`src/rtl/usb_fs_rx_decoder.sv`:
```
// Full-speed USB receive front end: oversamples D+/D-, recovers bit timing,
// NRZI-decodes, removes stuffed bits and frames bytes between SYNC and EOP.
module usb_fs_rx_decoder #(
    parameter int CLKS_PER_BIT = 8,
    parameter int IDLE_BITS    = 8
) (
    input  logic       clk,
    input  logic       n_rst,
    input  logic       rx_d_plus,
    input  logic       rx_d_minus,
    output logic [7:0] rx_data,
    output logic       rx_data_valid,
    output logic       rx_active,
    output logic       rx_packet_done,
    output logic       rx_error
);
    localparam int PW = (CLKS_PER_BIT > 1) ? $clog2(CLKS_PER_BIT) : 1;
    localparam int IW = $clog2(IDLE_BITS + 1);
    localparam logic [PW-1:0] PHASE_LAST   = PW'(CLKS_PER_BIT - 1);
    localparam logic [PW-1:0] PHASE_SAMPLE = PW'(CLKS_PER_BIT / 2 - 1);
    localparam logic [IW-1:0] IDLE_LAST    = IW'(IDLE_BITS - 1);

    localparam logic [1:0] LINE_J   = 2'b10;
    localparam logic [1:0] LINE_SE0 = 2'b00;

    localparam logic [2:0] ST_IDLE = 3'd0;
    localparam logic [2:0] ST_SYNC = 3'd1;
    localparam logic [2:0] ST_RECV = 3'd2;
    localparam logic [2:0] ST_EOP1 = 3'd3;
    localparam logic [2:0] ST_EOP2 = 3'd4;
    localparam logic [2:0] ST_ERR  = 3'd5;

    logic          dp_meta_q, dp_meta_d, dp_sync_q, dp_sync_d;
    logic          dm_meta_q, dm_meta_d, dm_sync_q, dm_sync_d;
    logic          dp_last_q, dp_last_d;
    logic [1:0]    prev_line_q, prev_line_d;
    logic [PW-1:0] phase_q, phase_d;
    logic [2:0]    state_q, state_d;
    logic [2:0]    bit_cnt_q, bit_cnt_d;
    logic [2:0]    ones_q, ones_d;
    logic [7:0]    shift_q, shift_d;
    logic [IW-1:0] idle_cnt_q, idle_cnt_d;
    logic [7:0]    rx_data_q, rx_data_d;
    logic          rx_data_valid_q, rx_data_valid_d;
    logic          rx_active_q, rx_active_d;
    logic          rx_packet_done_q, rx_packet_done_d;
    logic          rx_error_q, rx_error_d;

    logic       line_se0, line_j, line_k;
    logic [1:0] cur_line;
    logic       sample, nrzi_bit, go_err;

    always_comb begin
        dp_meta_d = rx_d_plus;
        dm_meta_d = rx_d_minus;
        dp_sync_d = dp_meta_q;
        dm_sync_d = dm_meta_q;
        dp_last_d = dp_sync_q;

        line_se0 = (dp_sync_q == dm_sync_q);
        line_j   = dp_sync_q & ~dm_sync_q;
        line_k   = ~dp_sync_q & dm_sync_q;
        cur_line = line_se0 ? LINE_SE0 : {dp_sync_q, dm_sync_q};
        nrzi_bit = (cur_line == prev_line_q);
        sample   = (phase_q == PHASE_SAMPLE);

        // Re-centre on every J/K transition so the sample lands mid-bit.
        if ((dp_sync_q != dp_last_q) && !line_se0) begin
            phase_d = '0;
        end else if (phase_q == PHASE_LAST) begin
            phase_d = '0;
        end else begin
            phase_d = phase_q + PW'(1);
        end
    end

    always_comb begin
        prev_line_d      = prev_line_q;
        state_d          = state_q;
        bit_cnt_d        = bit_cnt_q;
        ones_d           = ones_q;
        shift_d          = shift_q;
        idle_cnt_d       = idle_cnt_q;
        rx_data_d        = rx_data_q;
        rx_active_d      = rx_active_q;
        rx_data_valid_d  = 1'b0;
        rx_packet_done_d = 1'b0;
        rx_error_d       = 1'b0;
        go_err           = 1'b0;

        if (sample) begin
            prev_line_d = cur_line;
            case (state_q)
                ST_IDLE: begin
                    if (line_k) begin
                        state_d   = ST_SYNC;
                        bit_cnt_d = 3'd1;
                    end
                end
                ST_SYNC: begin
                    if (line_se0 || (nrzi_bit != (bit_cnt_q == 3'd7))) begin
                        go_err = 1'b1;
                    end else if (bit_cnt_q == 3'd7) begin
                        // The trailing SYNC 1 already counts toward the stuffing run.
                        state_d     = ST_RECV;
                        rx_active_d = 1'b1;
                        shift_d     = '0;
                        bit_cnt_d   = '0;
                        ones_d      = 3'd1;
                    end else begin
                        bit_cnt_d = bit_cnt_q + 3'd1;
                    end
                end
                ST_RECV: begin
                    if (line_se0) begin
                        if (bit_cnt_q == 3'd0) begin
                            state_d = ST_EOP1;
                        end else begin
                            go_err = 1'b1;
                        end
                    end else if (ones_q == 3'd6) begin
                        if (nrzi_bit) begin
                            go_err = 1'b1;
                        end else begin
                            ones_d = '0;
                        end
                    end else begin
                        ones_d    = nrzi_bit ? ones_q + 3'd1 : 3'd0;
                        shift_d   = {nrzi_bit, shift_q[7:1]};
                        bit_cnt_d = bit_cnt_q + 3'd1;
                        if (bit_cnt_q == 3'd7) begin
                            rx_data_d       = {nrzi_bit, shift_q[7:1]};
                            rx_data_valid_d = 1'b1;
                        end
                    end
                end
                ST_EOP1: begin
                    if (line_se0) begin
                        state_d = ST_EOP2;
                    end else begin
                        go_err = 1'b1;
                    end
                end
                ST_EOP2: begin
                    if (line_j) begin
                        rx_packet_done_d = 1'b1;
                        rx_active_d      = 1'b0;
                        state_d          = ST_IDLE;
                    end else begin
                        go_err = 1'b1;
                    end
                end
                ST_ERR: begin
                    if (line_j) begin
                        if (idle_cnt_q == IDLE_LAST) begin
                            state_d = ST_IDLE;
                        end else begin
                            idle_cnt_d = idle_cnt_q + IW'(1);
                        end
                    end else begin
                        idle_cnt_d = '0;
                    end
                end
                default: state_d = ST_IDLE;
            endcase

            if (go_err) begin
                state_d     = ST_ERR;
                rx_error_d  = 1'b1;
                rx_active_d = 1'b0;
                idle_cnt_d  = '0;
            end
        end
    end

    always_ff @(posedge clk or negedge n_rst) begin
        if (!n_rst) begin
            dp_meta_q        <= 1'b1;
            dp_sync_q        <= 1'b1;
            dm_meta_q        <= 1'b0;
            dm_sync_q        <= 1'b0;
            dp_last_q        <= 1'b1;
            prev_line_q      <= LINE_J;
            phase_q          <= '0;
            state_q          <= ST_IDLE;
            bit_cnt_q        <= '0;
            ones_q           <= '0;
            shift_q          <= '0;
            idle_cnt_q       <= '0;
            rx_data_q        <= '0;
            rx_data_valid_q  <= 1'b0;
            rx_active_q      <= 1'b0;
            rx_packet_done_q <= 1'b0;
            rx_error_q       <= 1'b0;
        end else begin
            dp_meta_q        <= dp_meta_d;
            dp_sync_q        <= dp_sync_d;
            dm_meta_q        <= dm_meta_d;
            dm_sync_q        <= dm_sync_d;
            dp_last_q        <= dp_last_d;
            prev_line_q      <= prev_line_d;
            phase_q          <= phase_d;
            state_q          <= state_d;
            bit_cnt_q        <= bit_cnt_d;
            ones_q           <= ones_d;
            shift_q          <= shift_d;
            idle_cnt_q       <= idle_cnt_d;
            rx_data_q        <= rx_data_d;
            rx_data_valid_q  <= rx_data_valid_d;
            rx_active_q      <= rx_active_d;
            rx_packet_done_q <= rx_packet_done_d;
            rx_error_q       <= rx_error_d;
        end
    end

    assign rx_data        = rx_data_q;
    assign rx_data_valid  = rx_data_valid_q;
    assign rx_active      = rx_active_q;
    assign rx_packet_done = rx_packet_done_q;
    assign rx_error       = rx_error_q;
endmodule

```
`config.mk`:
```
export PLATFORM = sky130hd
export DESIGN_NAME = usb_fs_rx_decoder
export DESIGN_NICKNAME = d
export VERILOG_FILES = /design/src/rtl/usb_fs_rx_decoder.sv
export SDC_FILE = /design/constraint.sdc
export NUM_CORES = 1
export LEC_CHECK = 0
export ABC_CLOCK_PERIOD_IN_PS = 2450
export CORE_MARGIN = 2
export CORE_UTILIZATION = 55
export DETAILED_ROUTE_END_ITERATION = 10
export PLACE_DENSITY_LB_ADDON = 0.2
export SYNTH_ARGS = -nofsm -noshare
export SYNTH_HDL_FRONTEND = slang
export SYNTH_SLANG_ARGS = --single-unit
```
`constraint.sdc`:
```
create_clock -name clk -period 2.45 [get_ports clk]
set_clock_uncertainty 0.05 [all_clocks]
set_input_delay 0.245 -clock clk [delete_from_list [all_inputs] [get_ports clk]]
set_output_delay 0.245 -clock clk [all_outputs]
set_load 0.05 [all_outputs]
```
==> results.tsv, run 1 <==
metric	value	unit
outcome	finished clean	
viasPerCell	5.828	
synth-edff-count	0	
combPwrFrac	0.367	
switching_power	0.8609	mW
max_freq	425.7	MHz
syn_area	2193	µm²
postRouteAntennaNets	0	
finalNonFillerCells	268	
critPathLaunch	dp_last_d$_DFF_PN1_	
layout-drive-gt1-share	0.1455	
cts.clk_slew.worst_paths	0.08	ns
multi_input_area	1051	µm²
async_flop_share	1.000	
grt_pass1_wl	7396	µm
power_leakage	1.111	nW
fp.dieH	67.15	µm
area_growth	14.03	%
path_cells	inv_1, ha_1, xnor2_4, nand3_1, o311ai_2, nor2_1, a31o_1	
layout_worst_path_cycle_share	0.9587	
total_power	2.275	mW
finish.utilization	0.6681	
fp-row-count	22	
worstMarginPinSlew	0.8799	ns
grt.busiest_layer	met2	
met3_usage	0.05000	
cts.repair.resized	0	
pwr-share-clk	0.210	
numCtsBuffers	5	
seq_area	1056	µm²
fin_tns_setup	0	ns
nNetsFinal	236	
grtUsageMet2	0.3676	
worstRegToRegCells	7	
cts_setup_buffers	0	
grt_use_total	0.2240	
grt.overflow.total	0	
final_cell_mix	dfrtp_1 (38), nand2_1 (14), clkdlybuf4s50_1 (14)	
grt_max_degree	43	
num_antenna_cells	0	
routedWlPerCell	16.09	µm
grt_antenna_before_repair	0	
setup_viol	0	
slew_viol_final	0	
power_switching_share	0.3784	
wl	4312	µm
gp_congestion	0.9115	
finalHoldViolations	0	
powerDensity	909.6	nW/µm²
die_area	4509	µm²
crit_type	register to register	
route.detailed.drc	0	
clkSinkCount	42	
required	2.59	ns
port_buffers	15	
synthCells	199	
cts_tree	yes	
period_minus_slack	2.349	ns
p_int	1.414	mW
dieWidth	67.15	µm
drv_cap	0	
cp_max_fo	7	
synth_ff_type	dfrtp_1	
crit_buf_inv	1	
dp.cells	260	
htreeDepth	2	
first_pass_iters	4	
critPathMaxStageDelay	0.58	ns
critPathArrivalTime	2.49	ns
ctsHoldBuffers	0	
coreArea	3744	µm²
cp_top_family	compound AO/OA/AOI/OAI gates	
fillers	293	
synth-seq-cells	42	
cts_buffer_depth	2	
grt_pass1_vias	1571	
seq_power_share	0.424	
cpMaxStageDelayCell	dfstp_2	
dp_hpwl	3073	µm
endpoint_kind	register	
worst_slew_margin_rel	0.4134	
use_met1	0.2842	
r2r_slack	0.10	ns
final_common_cell	dfrtp_1	
initial_core_util	0.5859	
r2r_end	idle_cnt_q[0]$_DFFE_PN0P_	
cts-root-buf	clkbuf_8	
syn_area_per_cell	11.02	µm²
hold_path.class	primary input to async pin	
ios	16	
drt-initial-drc-count	117	
ys_seq_area_frac	0.4815	
r2r_start	dp_last_d$_DFF_PN1_	
peakVddDrop	0.5476	mV
clk_latency	0.30	ns
yosysWarnings	0	
vias	1562	
syn_nets	216	
yosysUniqueCellTypes	50	
startpoint_type	register	
-- area by class of cell --
| class | count | share of cell area |
|---|---|---|
| clock buffer | 6 | 0.03302 |
| inverter | 14 | 0.02101 |
| multi-input combinational | 136 | 0.4202 |
| clock inverter | 2 | 0.006503 |
| sequential | 42 | 0.4222 |
| tap | 48 | 0.02401 |
| timing repair buffer | 20 | 0.07304 |
-- metal layers --
layer / routed length, µm / vias up
li1: - / 750
met1: 1884 / 765
met2: 2208 / 41
met3: 156 / 6
met4: 63 / 0
met5: 0 / -
-- worst max-delay path by stage --
stage                     cells after the start                   endpoint
after CTS                                     7  idle_cnt_q[0]$_DFFE_PN0P_
after detailed placement                      7  idle_cnt_q[1]$_DFFE_PN0P_
final                                         7  idle_cnt_q[0]$_DFFE_PN0P_
after global routing                          7  idle_cnt_q[0]$_DFFE_PN0P_
after floorplan                               7     shift_q[7]$_DFFE_PN0P_
after global placement                        8     shift_q[5]$_DFFE_PN0P_
-- sequential cells by signal (all words and copies together), names as in the netlist --
name and cells:
dm_meta_q 1, rx_data_valid 1, rx_packet_done 1, ones_q 3, dm_sync_q 1, idle_cnt_q 4, dp_last_d 1, dp_meta_q 1
prev_line_q 2, phase_q 3, rx_active 1, rx_error 1, bit_cnt_q 3, dp_last_q 1, rx_data 8, state_q 3
shift_q 7
-- worst reg2reg max path, delay by kind of cell (launching register included) --
kind / cells / cell delay, ns
AO/OA/AOI/OAI: 2 / 0.65
XOR/XNOR: 1 / 0.27
adder cells (fa/ha/maj): 1 / 0.25
buffers and inverters: 1 / 0.07
flip-flops: 1 / 0.58
AND/OR/NAND/NOR: 2 / 0.37
-- cell usage after synthesis, types with 4 or more instances --
cell	instances	area (µm²)
ha_1	13	162.7
buf_4	4	30.03
dfstp_2	4	105.1
mux2_1	7	78.83
inv_1	12	45.04
o21ai_0	5	25.02
o21ai_1	7	35.03
nor2_1	13	48.80
nor2b_1	6	37.54
a31o_1	7	61.31
dfrtp_1	38	950.9
nand2_1	14	52.55
nand3_1	6	30.03
a21oi_1	6	30.03
-- logic make-up after synthesis --
logic type / count (synthesis) / synth area share
simple gates: 63 / 0.1711
compound gates: 45 / 0.1500
flops: 42 / 0.4815
buf+inv: 21 / 0.04449
fa+ha+maj: 13 / 0.07416
mux: 12 / 0.05990
xor+xnor: 3 / 0.01883
-- power by group through the flow --
stage / sequential (mW) / clock, mW / combinational [mW]
after floorplan: 0.925 / 0 / 0.661
after global routing: 0.982 / 0.524 / 0.933
after global placement: 0.955 / 0 / 0.773
after detailed placement: 0.970 / 0 / 0.807
after CTS: 0.958 / 0.493 / 0.815
final: 0.964 / 0.478 / 0.834
-- per-stage QoR --
| step | cell area (µm²) | hold WS, ns | setup WS, ns |
|---|---|---|---|
| floorplan | 2193 | -0.1006 | 0.2510 |
| global placement | 2391 | 0.2846 | 0.2205 |
| detailed placement | 2391 | 0.2926 | 0.1481 |
| CTS | 2490 | 0.04251 | 0.09879 |
| global route | 2501 | 0.08260 | -0.002388 |
| finish | 2501 | 0.01136 | 0.1011 |
No activity file was read; power rests on OpenSTA's default activity.
==> run 2, diff against run 1 <==
--- a/config.mk
+++ b/config.mk
@@ -10,6 +10,7 @@
 export CORE_UTILIZATION = 55
 export DETAILED_ROUTE_END_ITERATION = 10
 export PLACE_DENSITY_LB_ADDON = 0.2
+export SKIP_CTS_REPAIR_TIMING = 1
 export SYNTH_ARGS = -nofsm -noshare
 export SYNTH_HDL_FRONTEND = slang
 export SYNTH_SLANG_ARGS = --single-unit
==> results of run 2 <==
The final DEF is identical to that of run 1; final timing and power are the same.
